[config.mk]
export PLATFORM = sky130hd
export DESIGN_NAME = mb_seq_mult_ctrl
export DESIGN_NICKNAME = d
export VERILOG_FILES = /design/src/rtl/mb_seq_mult_ctrl.sv
export SDC_FILE = /design/constraint.sdc
export NUM_CORES = 1
export LEC_CHECK = 0
export ABC_AREA = 1
export CAP_MARGIN = 40
export CORE_ASPECT_RATIO = 1.4
export CORE_MARGIN = 2
export CORE_UTILIZATION = 50
export DETAILED_ROUTE_END_ITERATION = 12
export GPL_ROUTABILITY_DRIVEN = 0
export PLACE_DENSITY = 0.72
export SETUP_SLACK_MARGIN = 0.4
export SYNTH_ARGS = -nofsm -noshare
export SYNTH_HDL_FRONTEND = slang
export SYNTH_SLANG_ARGS = --single-unit
[constraint.sdc]
create_clock -name clk -period 5.9 [get_ports clk]
set_input_delay 0.59 -clock clk [delete_from_list [all_inputs] [get_ports clk]]
set_output_delay 0.59 -clock clk [all_outputs]
set_load 0.01 [all_outputs]
[src/rtl/mb_seq_mult_ctrl.sv]
// Sequential signed radix-4 Modified Booth multiplier: one Booth digit per cycle
// through a single shared partial-product generator, with a start/busy/done handshake.
module mb_seq_mult_ctrl #(
  parameter int W = 8
) (
  input  logic             clk,
  input  logic             rst,
  input  logic             start,
  input  logic [W-1:0]     a,
  input  logic [W-1:0]     b,
  output logic             busy,
  output logic             done,
  output logic [2*W-1:0]   product
);

  localparam int         DIGITS = W / 2;
  localparam logic [1:0] LAST_J = 2'(DIGITS - 1);

  typedef enum logic [1:0] {
    IDLE = 2'd0,
    RUN  = 2'd1,
    DONE = 2'd2
  } state_t;

  state_t                state_q, state_d;
  logic signed [W-1:0]   a_q, a_d;
  logic        [W-1:0]   b_q, b_d;
  logic        [1:0]     j_q, j_d;
  logic signed [2*W-1:0] acc_q, acc_d;
  logic signed [2*W-1:0] product_q, product_d;

  logic        [W:0]     b_ext;
  logic        [2:0]     trip;
  logic                  one_j, two_j, sign_j;
  logic        [W:0]     pp_raw;
  logic signed [W:0]     pp_true;
  logic signed [2*W-1:0] pp_ext, term, sum;
  logic        [2:0]     shamt;

  // Shared partial-product generator; its MSB leaves inverted.
  function automatic logic [W:0] pp_mb_gen(input logic [W-1:0] mcand,
                                           input logic sel_one,
                                           input logic sel_two,
                                           input logic neg);
    logic [W:0] x1, x2, r;
    x1 = {mcand[W-1], mcand};
    x2 = {mcand, 1'b0};
    r  = (({(W+1){sel_one}} & x1) | ({(W+1){sel_two}} & x2)) ^ {(W+1){neg}};
    r[W] = ~r[W];
    return r;
  endfunction

  always_comb begin
    b_ext   = {b_q, 1'b0};
    trip    = b_ext[{j_q, 1'b0} +: 3];
    one_j   = trip[1] ^ trip[0];
    two_j   = (trip[2] & ~trip[1] & ~trip[0]) | (~trip[2] & trip[1] & trip[0]);
    sign_j  = trip[2];
    pp_raw  = pp_mb_gen(a_q, one_j, two_j, sign_j);
    pp_true = {~pp_raw[W], pp_raw[W-1:0]};
    pp_ext  = {{(W-1){pp_true[W]}}, pp_true};
    shamt   = {j_q, 1'b0};
    // sign_j << 2j completes the ones'-complement negation into two's complement.
    term    = (pp_ext <<< shamt) + ((2*W)'(sign_j) << shamt);
    sum     = acc_q + term;
  end

  always_comb begin
    state_d   = state_q;
    a_d       = a_q;
    b_d       = b_q;
    j_d       = j_q;
    acc_d     = acc_q;
    product_d = product_q;
    case (state_q)
      IDLE: begin
        if (start) begin
          a_d     = a;
          b_d     = b;
          acc_d   = '0;
          j_d     = '0;
          state_d = RUN;
        end
      end
      RUN: begin
        acc_d = sum;
        j_d   = j_q + 2'd1;
        if (j_q == LAST_J) begin
          product_d = sum;
          state_d   = DONE;
        end
      end
      DONE:    state_d = IDLE;
      default: state_d = IDLE;
    endcase
  end

  always_ff @(posedge clk or posedge rst) begin
    if (rst) begin
      state_q   <= IDLE;
      a_q       <= '0;
      b_q       <= '0;
      j_q       <= '0;
      acc_q     <= '0;
      product_q <= '0;
    end else begin
      state_q   <= state_d;
      a_q       <= a_d;
      b_q       <= b_d;
      j_q       <= j_d;
      acc_q     <= acc_d;
      product_q <= product_d;
    end
  end

  assign busy    = (state_q == RUN);
  assign done    = (state_q == DONE);
  assign product = product_q;

endmodule

# Word-level counts from Yosys, hierarchy flattened
# Cells that the tools add are included.
# totals
register_bits	52
latch_bits	0
mem_bits_rw	0
mem_bits_ro	0
input_bits	19
out_inout_bits	18
n_memories	0
# classes
n_addsub	3
mul	0
div	0
magnitude_cmp	0
n_eq_ne	5
n_shift	3
muxes	7
n_bitwise	13
n_reduce_logical	6
# ops
cell	n
$add 16x16->16	2
$pmux 16 s2	1
$and 9x9->9	2
$mux 16	1
$shl 1x3->16	1
$sshl 16x3->16	1
$or 9x9->9	1
$shiftx 9x4->3	1
$xor 9x9->9	1
$pmux 2 s2	2
$reduce_and 2->1	4
$mux 2	3
$and 1x1->1	4
$eq 2x2->1 const B	2
$not 1->1	3
$add 2x1->2 const B	1
$eq 2x1->1 const B	1
$logic_not 2->1	1
$ne 2x1->1 const B	1
$ne 2x2->1 const B	1
$reduce_bool 2->1	1
$or 1x1->1	1
$xor 1x1->1	1

# Depth between registers and ports, before layout
# Gate-level depths: netlist of run 1.
# depth
depth_word	12
mapped_depth	27
ltp_nobuf	27

# Least setup slack after synthesis of run 1
# No wires, ideal clock.
# synth_timing
path_kind	flip-flop to flip-flop
startpoint	register j_q[0]
endpoint	register product_q[13] (netlist: product[13])
arrival_time_ps	3133
path_slack_ps	2649
path_stages_with_launch	22
synth_period_minus_slack_ps	3251
path_cell_list	dfrtp_1 buf_6 nand2_1 nand3_1 nand2_1 nand2_4 nand2_4 nand3_1 nand2_1 nand2_1 nand3_1 nand3_1 fa_1 inv_1 fa_1 nand3_1 nand2_1 nand3_1 nand3_1 or2_2 nand3_1 nand2_1
# synth_between
elab_chain_len	11
# synth_lines
item	line	text
start, declared	28	logic [1:0] j_q, j_d;
start signal, assigned	110	j_q <= j_d;
$shiftx 9x4->3	55	trip = b_ext[{j_q, 1'b0} +: 3];
$not 1->1	57	two_j = (trip[2] & ~trip[1] & ~trip[0]) | (~trip[2] & trip[1] & trip[0]);
$and 1x1->1 (2 in series)	57	
$or 1x1->1	57	
$and 9x9->9	48	r = (({(W+1){sel_one}} & x1) | ({(W+1){sel_two}} & x2)) ^ {(W+1){neg}};
$or 9x9->9	48	
$xor 9x9->9	48	
$sshl 16x3->16	64	term = (pp_ext <<< shamt) + ((2*W)'(sign_j) << shamt);
$add 16x16->16	64	
$add 16x16->16	65	sum = acc_q + term;
end signal, assigned	112	product_q <= product_d;
end, declared	30	logic signed [2*W-1:0] product_q, product_d;
# Parallel ways exist; a longest one is shown, timed or not.
# A chain may end at the register's enable or synchronous reset.

# Worst setup path after layout of run 1
# layout_timing
startpoint	register j_q[1]
endpoint	register acc_q[11]
# layout_between
elab_chain_len	12
# layout_lines
item	line	text
$shiftx 9x4->3	55	
$not 1->1	57	
$and 1x1->1 (2 in series)	57	
$or 1x1->1	57	
$and 9x9->9	48	
$or 9x9->9	48	
$xor 9x9->9	48	
$sshl 16x3->16	64	
$add 16x16->16 (*)	64	
$add 16x16->16 (*)	65	
$pmux 16 s2 (*)	75	case (state_q)
end signal, assigned	104	acc_q <= '0;
end signal, assigned	111	acc_q <= acc_d;
end, declared	29	logic signed [2*W-1:0] acc_q, acc_d;
# Mark *: on every way between the ends. The rest lies on a longest branch, timed or not.

==> impl_results.html, run 1 <==
<table>
<tr><th>Metric</th><th>Value</th></tr>
<tr><th colspan="2">Setup path</th></tr>
<tr><td>Start-to-end type of the worst setup path</td><td>register to register</td></tr>
<tr><td>Crit Path Max Fanout</td><td>23</td></tr>
<tr><td>Worst path arrival time</td><td>4.67 ns</td></tr>
<tr><td>Sort of element at the start of the critical path</td><td>register</td></tr>
<tr><td>Required arrival time at the worst endpoint</td><td>6.10 ns</td></tr>
<tr><td>Sort of element at the end of the critical path</td><td>register</td></tr>
<tr><th colspan="2">Clock network</th></tr>
<tr><td>Clock input transition at the sequential cells of the worst setup and hold paths</td><td>0.09 ns</td></tr>
<tr><td>Clock root buffer</td><td>sky130_fd_sc_hd__clkbuf_8</td></tr>
<tr><td>H-Tree Level Count</td><td>2</td></tr>
<tr><td>Gates resized, CTS repair</td><td>0</td></tr>
<tr><td>Clock tree from TritonCTS</td><td>done</td></tr>
<tr><td>Later-pin clock latency in the skew report</td><td>0.31 ns</td></tr>
<tr><td>Post-CTS setup buffer count</td><td>0</td></tr>
<tr><td>Post-cts hold buffer count</td><td>0</td></tr>
<tr><td>Maximum number of buffers from clock root to sink</td><td>2</td></tr>
<tr><td>Sink count of the clock tree</td><td>52</td></tr>
<tr><td>TritonCTS Buffers</td><td>5</td></tr>
<tr><th colspan="2">GRT</th></tr>
<tr><td>Tot GR Track Use</td><td>0.2101</td></tr>
<tr><td>First-pass GRT wire length</td><td>13.77 mm</td></tr>
<tr><td>Total congestion overflow after global routing</td><td>0</td></tr>
<tr><td>Vias in the first global route</td><td>3131</td></tr>
<tr><td>Pin count of the biggest net entering global routing</td><td>32</td></tr>
<tr><td>Antenna violations before repair</td><td>0</td></tr>
<tr><th colspan="2">Yosys</th></tr>
<tr><td>Average instance area after synthesis</td><td>7.569 sq um</td></tr>
<tr><td>Total of warnings raised by yosys</td><td>0</td></tr>
<tr><td>Most used flip-flop cell after synthesis</td><td>sky130_fd_sc_hd__dfrtp_1</td></tr>
<tr><td>Synth unique cells</td><td>37</td></tr>
<tr><td>Synthesized instance count</td><td>485</td></tr>
<tr><td>Net Count, Synth</td><td>535</td></tr>
<tr><td>Number of enable flip-flop cells after synthesis</td><td>0</td></tr>
<tr><td>Proportion of register bits with asynchronous set or reset after synthesis</td><td>1.000</td></tr>
<tr><td>Dominant cells by area after synthesis</td><td>sky130_fd_sc_hd__dfrtp_1, sky130_fd_sc_hd__nand2_1, sky130_fd_sc_hd__ha_1</td></tr>
<tr><td>Register bit count reported by yosys</td><td>52</td></tr>
<tr><td>Cell taking the most area after synthesis</td><td>sky130_fd_sc_hd__dfrtp_1</td></tr>
<tr><td>Sequential area share after synthesis</td><td>0.3545</td></tr>
<tr><td>Syn Std Cell Area</td><td>3671 sq um</td></tr>
<tr><td>Top-area cell type share of the netlist area</td><td>0.3545</td></tr>
<tr><th colspan="2">Cells and area</th></tr>
<tr><td>Total of fill cells in the finished design</td><td>693</td></tr>
<tr><td>Final Net Count</td><td>565</td></tr>
<tr><td>Area of combinational cells with multiple inputs</td><td>2143 sq um</td></tr>
<tr><td>N_diodes</td><td>0</td></tr>
<tr><td>Fraction of final layout cells sized beyond drive strength 1</td><td>0.08155</td></tr>
<tr><td>Area growth syn-to-layout</td><td>13.87%</td></tr>
<tr><td>Register area</td><td>1301 sq um</td></tr>
<tr><th colspan="2">Run</th></tr>
<tr><td>Max-capacitance violation count</td><td>0</td></tr>
<tr><th colspan="2">STA</th></tr>
<tr><td>Fmax</td><td>223.8 MHz</td></tr>
<tr><td>Setup TNS after final layout</td><td>0 ns</td></tr>
<tr><td>Final count of pins violating max slew</td><td>0</td></tr>
<tr><td>Setup repair after global routing missed its margin</td><td>false</td></tr>
<tr><td>Crit share post-route</td><td>0.7574</td></tr>
<tr><td>Total count of hold-check failures in the final report</td><td>0</td></tr>
<tr><td>Setup violations, final</td><td>0</td></tr>
<tr><td>Max transition margin</td><td>0.4759</td></tr>
<tr><td>Final hold slack</td><td>0.4797 ns</td></tr>
<tr><td>Post-route minimum period</td><td>4.469 ns</td></tr>
<tr><td>Worst slew pin tran</td><td>0.7861 ns</td></tr>
<tr><td>Post-Route Skew</td><td>0.006861 ns</td></tr>
<tr><th colspan="2">Floorplanning</th></tr>
<tr><td>Die Ht</td><td>105.4 um</td></tr>
<tr><td>DIE AREA</td><td>8053 sq um</td></tr>
<tr><td>Core region area</td><td>7222 sq um</td></tr>
<tr><td>Horizontal die dimension</td><td>76.42 um</td></tr>
<tr><td>Starting utilization of the core area</td><td>0.5083</td></tr>
<tr><td>Count of pins on the block boundary</td><td>37</td></tr>
<tr><td>Cell Rows</td><td>37</td></tr>
<tr><th colspan="2">Routing</th></tr>
<tr><td>Vias per std cell</td><td>5.201</td></tr>
<tr><td>Total DRC errors in the routed layout</td><td>0</td></tr>
<tr><td>DR vias</td><td>3183</td></tr>
<tr><td>Number of optimization iterations in the first detailed-route pass</td><td>4</td></tr>
<tr><td>First DRT Iteration DRCs</td><td>169</td></tr>
<tr><td>Final wirelength</td><td>7.694 mm</td></tr>
<tr><td>Count of antenna-violating nets left after detailed routing</td><td>0</td></tr>
<tr><td>Wire length per cell</td><td>12.57 um</td></tr>
<tr><th colspan="2">Worst hold path</th></tr>
<tr><td>Classification of the worst-slack hold path</td><td>register to register</td></tr>
<tr><th colspan="2">Placed design</th></tr>
<tr><td>Half-perimeter wire length after placement</td><td>6.096 mm</td></tr>
<tr><td>Buffers on Ports</td><td>36</td></tr>
<tr><th colspan="2">Outcome</th></tr>
<tr><td>Status</td><td>finished clean</td></tr>
</table>
## cell usage after synthesis (all sizes together), types with 7 or more instances
cell and number:
dfrtp 52, a21oi 15, inv 36, o21ai 30, ha 26, clkbuf 7, nand3 75, buf 9
nand2 188, xor2 7, nor2 13
## cells in the final DEF (no fill, tap or decap), types with 2 or more instances in the layout
| cell | n |
|---|---|
| sky130_fd_sc_hd__dfrtp_1 | 52 |
| sky130_fd_sc_hd__xor2_1 | 6 |
| sky130_fd_sc_hd__nand3b_1 | 5 |
| sky130_fd_sc_hd__ha_1 | 26 |
| sky130_fd_sc_hd__or2_2 | 2 |
| sky130_fd_sc_hd__o21a_1 | 2 |
| sky130_fd_sc_hd__clkbuf_8 | 5 |
| sky130_fd_sc_hd__nor2_1 | 12 |
| sky130_fd_sc_hd__buf_4 | 2 |
| sky130_fd_sc_hd__clkdlybuf4s50_1 | 36 |
| sky130_fd_sc_hd__nand2_2 | 7 |
| sky130_fd_sc_hd__nand2_4 | 4 |
| sky130_fd_sc_hd__nand3_2 | 10 |
| sky130_fd_sc_hd__a21oi_1 | 15 |
| sky130_fd_sc_hd__nand2_1 | 176 |
| sky130_fd_sc_hd__o21ai_1 | 3 |
| sky130_fd_sc_hd__o22ai_1 | 2 |
| sky130_fd_sc_hd__fa_1 | 5 |
| sky130_fd_sc_hd__nand3_1 | 63 |
| sky130_fd_sc_hd__o21ai_0 | 27 |
| sky130_fd_sc_hd__inv_2 | 3 |
| sky130_fd_sc_hd__xnor2_1 | 2 |
| sky130_fd_sc_hd__a21o_1 | 2 |
| sky130_fd_sc_hd__inv_1 | 32 |
| sky130_fd_sc_hd__nand3_4 | 2 |
## worst paths after layout
kind | from | slack, ns | cells past startpoint | end
min in group asynchronous | rst | 0.60 | 2 | b_q[4]$_DFFE_PP0P_
max | j_q[1]$_DFFE_PP0P_ | 1.43 | 22 | acc_q[11]$_DFFE_PP0P_
max reg2reg | j_q[1]$_DFFE_PP0P_ | 1.43 | 22 | acc_q[11]$_DFFE_PP0P_
max in group asynchronous | rst | 4.78 | 3 | acc_q[7]$_DFFE_PP0P_
min | b_q[7]$_DFFE_PP0P_ | 0.48 | 2 | b_q[7]$_DFFE_PP0P_
min reg2reg | b_q[7]$_DFFE_PP0P_ | 0.48 | 2 | b_q[7]$_DFFE_PP0P_
## per-layer routing
metal | track usage | wire length [um]
met2 | 0.3679 | 3886
met1 | 0.2406 | 3223
met4 | 0.1208 | 289
met5 | 0 | 0
met3 | 0.03510 | 295
## metrics by stage
step	setup WS [ns]	std cells	cell area, sq um	util
CTS	1.470	612	4180	0.5788
detailed placement	1.491	605	4103	0.5681
global placement	1.548	604	4083	0.5653
finish	1.431	612	4180	0.5788
floorplan	2.649	485	3671	-
global route	0.9340	612	4180	0.5788
## registers in the layout, summed over array words and instances (netlist names)
name,count
product,16
j_q,2
state_q,2
acc_q,16
b_q,8
a_q,8
## logic make-up (layout without fill, tap and decap cells)
| logic type | after synthesis | after routing | synth area share |
|---|---|---|---|
| flops | 52 | 52 | 0.3545 |
| xor+xnor | 9 | 9 | 0.02352 |
| compound gates | 54 | 54 | 0.07975 |
| buf+inv | 53 | 83 | 0.06169 |
| fa+ha+maj | 31 | 31 | 0.1159 |
| simple gates | 286 | 286 | 0.3647 |
## critical path, cell delays in order (launching register included)
cell	delay (ns)
sky130_fd_sc_hd__dfrtp_1	0.82
sky130_fd_sc_hd__inv_1	0.41
sky130_fd_sc_hd__nand3_2	0.20
sky130_fd_sc_hd__nand2_4	0.13
sky130_fd_sc_hd__inv_4	0.22
sky130_fd_sc_hd__nand2_8	0.11
sky130_fd_sc_hd__nand3_1	0.11
sky130_fd_sc_hd__nand2_1	0.05
sky130_fd_sc_hd__nand2_1	0.07
sky130_fd_sc_hd__nand3_1	0.10
sky130_fd_sc_hd__nand3_1	0.10
sky130_fd_sc_hd__nand2_1	0.09
sky130_fd_sc_hd__fa_1	0.46
sky130_fd_sc_hd__ha_1	0.37
sky130_fd_sc_hd__nand2_1	0.11
sky130_fd_sc_hd__o21ai_0	0.17
sky130_fd_sc_hd__a21oi_1	0.08
sky130_fd_sc_hd__o21ai_0	0.34
sky130_fd_sc_hd__nand2_1	0.13
sky130_fd_sc_hd__nand2_1	0.08
sky130_fd_sc_hd__nand2_1	0.06
sky130_fd_sc_hd__nand3_1	0.07
sky130_fd_sc_hd__nand2_1	0.06
## layout make-up
class                      count  area share
clock buffer                   6     0.01736
clock inverter                 1    0.001197
inverter                      37     0.03382
multi-input combinational    380      0.5127
sequential                    52      0.3113
tap                           97     0.02903
timing repair buffer          39     0.09458
Power of run 1 is left out: the tool's default activity adds up to more than one toggle a clock period on the data nets, which glitch-free logic cannot reach.
==> inputs of run 2 (changes only) <==
PLACE_DENSITY = 0.75   (was 0.72)
clock period = 4.1 ns   (was 5.9 ns; I/O delays follow)
==> run 2 against run 1 <==
  * Fmax rose by 27%
  * Count of clock-buffer cells in the layout unchanged
  * Sequential cell count unchanged
  * Cell count grew 2.3%
  * Utilization rose by 4.6 points
  * First-iteration DRC count rose by 58%
  * Register-to-register slack got worse by 0.84 ns
  * Wire length is 11% higher
  * Via count rose by 4.2%
  * Worst hold slack lost 0.044 ns
  * Highest routed layer unchanged
==> impl_results.html, run 2 (synthesis gave the netlist of run 1 again) <==
<table>
<tr><th>Metric</th><th>Value</th></tr>
<tr><th colspan="2">Setup path</th></tr>
<tr><td>Critical Path Start</td><td>j_q[0]$_DFFE_PP0P_</td></tr>
<tr><td>Delay-heaviest family, CP</td><td>simple AND/OR/NAND/NOR gates</td></tr>
<tr><td>Start-to-end type of the worst setup path</td><td>register to register</td></tr>
<tr><td>Sort of element at the end of the critical path</td><td>register</td></tr>
<tr><td>Flop-to-flop setup slack</td><td>0.59 ns</td></tr>
<tr><td>Worst path arrival time</td><td>3.68 ns</td></tr>
<tr><td>Required arrival time at the worst endpoint</td><td>4.28 ns</td></tr>
<tr><td>CP peak stage delay</td><td>0.48 ns</td></tr>
<tr><td>End of the critical path</td><td>acc_q[10]$_DFFE_PP0P_</td></tr>
<tr><td>R2R Path Start</td><td>j_q[0]$_DFFE_PP0P_</td></tr>
<tr><td>Depth of the critical timing path with buffers and inverters included</td><td>22</td></tr>
<tr><td>Crit Path Max Fanout</td><td>7</td></tr>
<tr><td>Crit path buffers/inverters</td><td>3</td></tr>
<tr><td>R2r worst-path depth</td><td>22</td></tr>
<tr><td>Sort of element at the start of the critical path</td><td>register</td></tr>
<tr><td>Capturing point of the worst reg2reg path</td><td>acc_q[10]$_DFFE_PP0P_</td></tr>
<tr><td>Cell mode on critical path</td><td>sky130_fd_sc_hd__nand2_1</td></tr>
<tr><td>Slowest-stage cell, CP</td><td>sky130_fd_sc_hd__fa_1</td></tr>
<tr><td>Cell Chain, Critical Path</td><td>buf_4, nand2_1, nand3_1, nand2_2, nand2_4, nand2_2, inv_4, nand2_1, nand2_1, nand2_1, nand3_1, nand3_1, nand2_1, fa_1, ha_4, inv_1, nor3_2, nand2_1, nand2_2, a21oi_2, xor2_1, o21ai_0</td></tr>
<tr><th colspan="2">Floorplanning</th></tr>
<tr><td>Core region area</td><td>7222 sq um</td></tr>
<tr><td>Starting utilization of the core area</td><td>0.5083</td></tr>
<tr><td>Cell Rows</td><td>37</td></tr>
<tr><td>Die Ht</td><td>105.4 um</td></tr>
<tr><td>DIE AREA</td><td>8053 sq um</td></tr>
<tr><td>Horizontal die dimension</td><td>76.42 um</td></tr>
<tr><td>Count of pins on the block boundary</td><td>37</td></tr>
<tr><th colspan="2">GRT</th></tr>
<tr><td>Antenna violations before repair</td><td>0</td></tr>
<tr><td>Vias in the first global route</td><td>3222</td></tr>
<tr><td>First-pass GRT wire length</td><td>14.39 mm</td></tr>
<tr><td>Pin count of the biggest net entering global routing</td><td>31</td></tr>
<tr><td>Total congestion overflow after global routing</td><td>0</td></tr>
<tr><td>Tot GR Track Use</td><td>0.2177</td></tr>
<tr><th colspan="2">Routing</th></tr>
<tr><td>Total DRC errors in the routed layout</td><td>0</td></tr>
<tr><td>First DRT Iteration DRCs</td><td>267</td></tr>
<tr><td>DR vias</td><td>3317</td></tr>
<tr><td>Count of antenna-violating nets left after detailed routing</td><td>0</td></tr>
<tr><td>Wire length per cell</td><td>13.61 um</td></tr>
<tr><td>Final wirelength</td><td>8.521 mm</td></tr>
<tr><td>Number of optimization iterations in the first detailed-route pass</td><td>4</td></tr>
<tr><td>Vias per std cell</td><td>5.299</td></tr>
<tr><th colspan="2">Outcome</th></tr>
<tr><td>Status</td><td>finished clean</td></tr>
<tr><th colspan="2">Clock network</th></tr>
<tr><td>Clock tree from TritonCTS</td><td>done</td></tr>
<tr><td>H-Tree Level Count</td><td>2</td></tr>
<tr><td>Sink count of the clock tree</td><td>52</td></tr>
<tr><td>Clock root buffer</td><td>sky130_fd_sc_hd__clkbuf_8</td></tr>
<tr><td>TritonCTS Buffers</td><td>5</td></tr>
<tr><td>Maximum number of buffers from clock root to sink</td><td>2</td></tr>
<tr><td>Clock input transition at the sequential cells of the worst setup and hold paths</td><td>0.09 ns</td></tr>
<tr><td>Later-pin clock latency in the skew report</td><td>0.31 ns</td></tr>
<tr><th colspan="2">STA</th></tr>
<tr><td>Crit share post-route</td><td>0.8552</td></tr>
<tr><td>Post-Route Skew</td><td>0.007168 ns</td></tr>
<tr><td>Total count of hold-check failures in the final report</td><td>0</td></tr>
<tr><td>Setup TNS after final layout</td><td>0 ns</td></tr>
<tr><td>Max transition margin</td><td>0.4753</td></tr>
<tr><td>Setup repair after global routing missed its margin</td><td>true</td></tr>
<tr><td>Setup violations, final</td><td>0</td></tr>
<tr><td>Worst slew pin tran</td><td>0.7852 ns</td></tr>
<tr><td>Final count of pins violating max slew</td><td>0</td></tr>
<tr><td>Fmax</td><td>285.2 MHz</td></tr>
<tr><td>Post-route minimum period</td><td>3.506 ns</td></tr>
<tr><th colspan="2">Cells and area</th></tr>
<tr><td>Leading cell types in the layout, fill and taps excluded</td><td>sky130_fd_sc_hd__nand2_1, sky130_fd_sc_hd__nand3_1, sky130_fd_sc_hd__dfrtp_1, sky130_fd_sc_hd__clkdlybuf4s50_1, sky130_fd_sc_hd__inv_1</td></tr>
<tr><td>Fraction of final layout cells sized beyond drive strength 1</td><td>0.1739</td></tr>
<tr><td>Final Net Count</td><td>579</td></tr>
<tr><td>Commonest non-fill, non-tap cell in the layout</td><td>sky130_fd_sc_hd__nand2_1</td></tr>
<tr><td>Area growth syn-to-layout</td><td>22.97%</td></tr>
<tr><td>N_diodes</td><td>0</td></tr>
<tr><th colspan="2">Run</th></tr>
<tr><td>Max-capacitance violation count</td><td>0</td></tr>
<tr><th colspan="2">Placed design</th></tr>
<tr><td>Buffers on Ports</td><td>36</td></tr>
<tr><td>Half-perimeter wire length after placement</td><td>6.304 mm</td></tr>
<tr><th colspan="2">Worst hold path</th></tr>
<tr><td>Classification of the worst-slack hold path</td><td>input port to async pin</td></tr>
</table>
## run 2: changes by cell type in the layout (fill, tap and decap cells not counted), moves of 4 or more
| cell | before | now |
|---|---|---|
| sky130_fd_sc_hd__nand3_2 | 10 | 14 |
| sky130_fd_sc_hd__nand2_1 | 176 | 169 |
| sky130_fd_sc_hd__ha_1 | 26 | 20 |
| sky130_fd_sc_hd__a21oi_2 | 0 | 7 |
| sky130_fd_sc_hd__nand3_1 | 63 | 59 |
| sky130_fd_sc_hd__a21oi_1 | 15 | 7 |
| sky130_fd_sc_hd__ha_4 | 0 | 5 |
| sky130_fd_sc_hd__buf_4 | 2 | 15 |
| sky130_fd_sc_hd__nand2_2 | 7 | 13 |
## run 2: what timing repair did
action | in CTS | in global routing
buffers inserted | 3 | 7
endpoints found under the setup margin | 12 | 19
pin swaps | 0 | 19
hold buffers | 0 | 0
gates resized for setup | 6 | 45
## run 2: final cells by class
| class | count | area (sq um) |
|---|---|---|
| Inverter | 37 | 156.4 |
| Tap cell | 97 | 121.4 |
| Timing Repair Buffer | 53 | 513.0 |
| Clock buffer | 6 | 72.57 |
| Fill cell | 640 | 2708 |
| Sequential cell | 52 | 1304 |
| Clock inverter | 1 | 5.005 |
| Multi-Input combinational cell | 380 | 2342 |
## run 2: worst register-to-register path, delay by kind of cell (launching register included)
family,cells,cell delay (ns)
buf+inv,3,0.29
xor+xnor,1,0.21
compound gates,2,0.18
simple gates,14,1.42
fa+ha+maj,2,0.81
flops,1,0.47
## run 2: per-stage QoR
step	hold WS [ns]	instance area (sq um)	util	cells	worst slack, ns
after global routing	0.4826	4514	0.6251	626	0.3507
after global placement	0.4609	4113	0.5695	608	0.3676
final	0.4361	4514	0.6251	626	0.5937
after detailed placement	0.4633	4133	0.5722	609	0.2694
after CTS	0.4515	4249	0.5884	619	0.4348
after floorplan	0.4417	3671	-	485	0.8491
## run 2: how the worst min path moves through the flow
stage,from,end,slack [ns]
6_report,rst,b_q[4]$_DFFE_PP0P_,0.44
5_1_grt,rst,b_q[4]$_DFFE_PP0P_,0.48
4_1_cts,rst,b_q[4]$_DFFE_PP0P_,0.45
3_5_place_dp,b_q[2]$_DFFE_PP0P_,b_q[2]$_DFFE_PP0P_,0.46
3_3_place_gp,product[3]$_DFFE_PP0P_,product[3]$_DFFE_PP0P_,0.46
2_1_floorplan,b_q[2]$_DFFE_PP0P_,b_q[2]$_DFFE_PP0P_,0.44
## run 2: metal layers
layer | wire length [um] | share of wire | global-route usage | up-vias
li1 | - | - | - | 1673
met1 | 3477 | 0.41 | 0.2513 | 1549
met2 | 4557 | 0.53 | 0.4020 | 76
met3 | 280 | 0.033 | 0.03168 | 19
met4 | 206 | 0.024 | 0.08571 | 0
met5 | 0 | 0 | 0 | -
Power of run 2 is left out for the same reason.
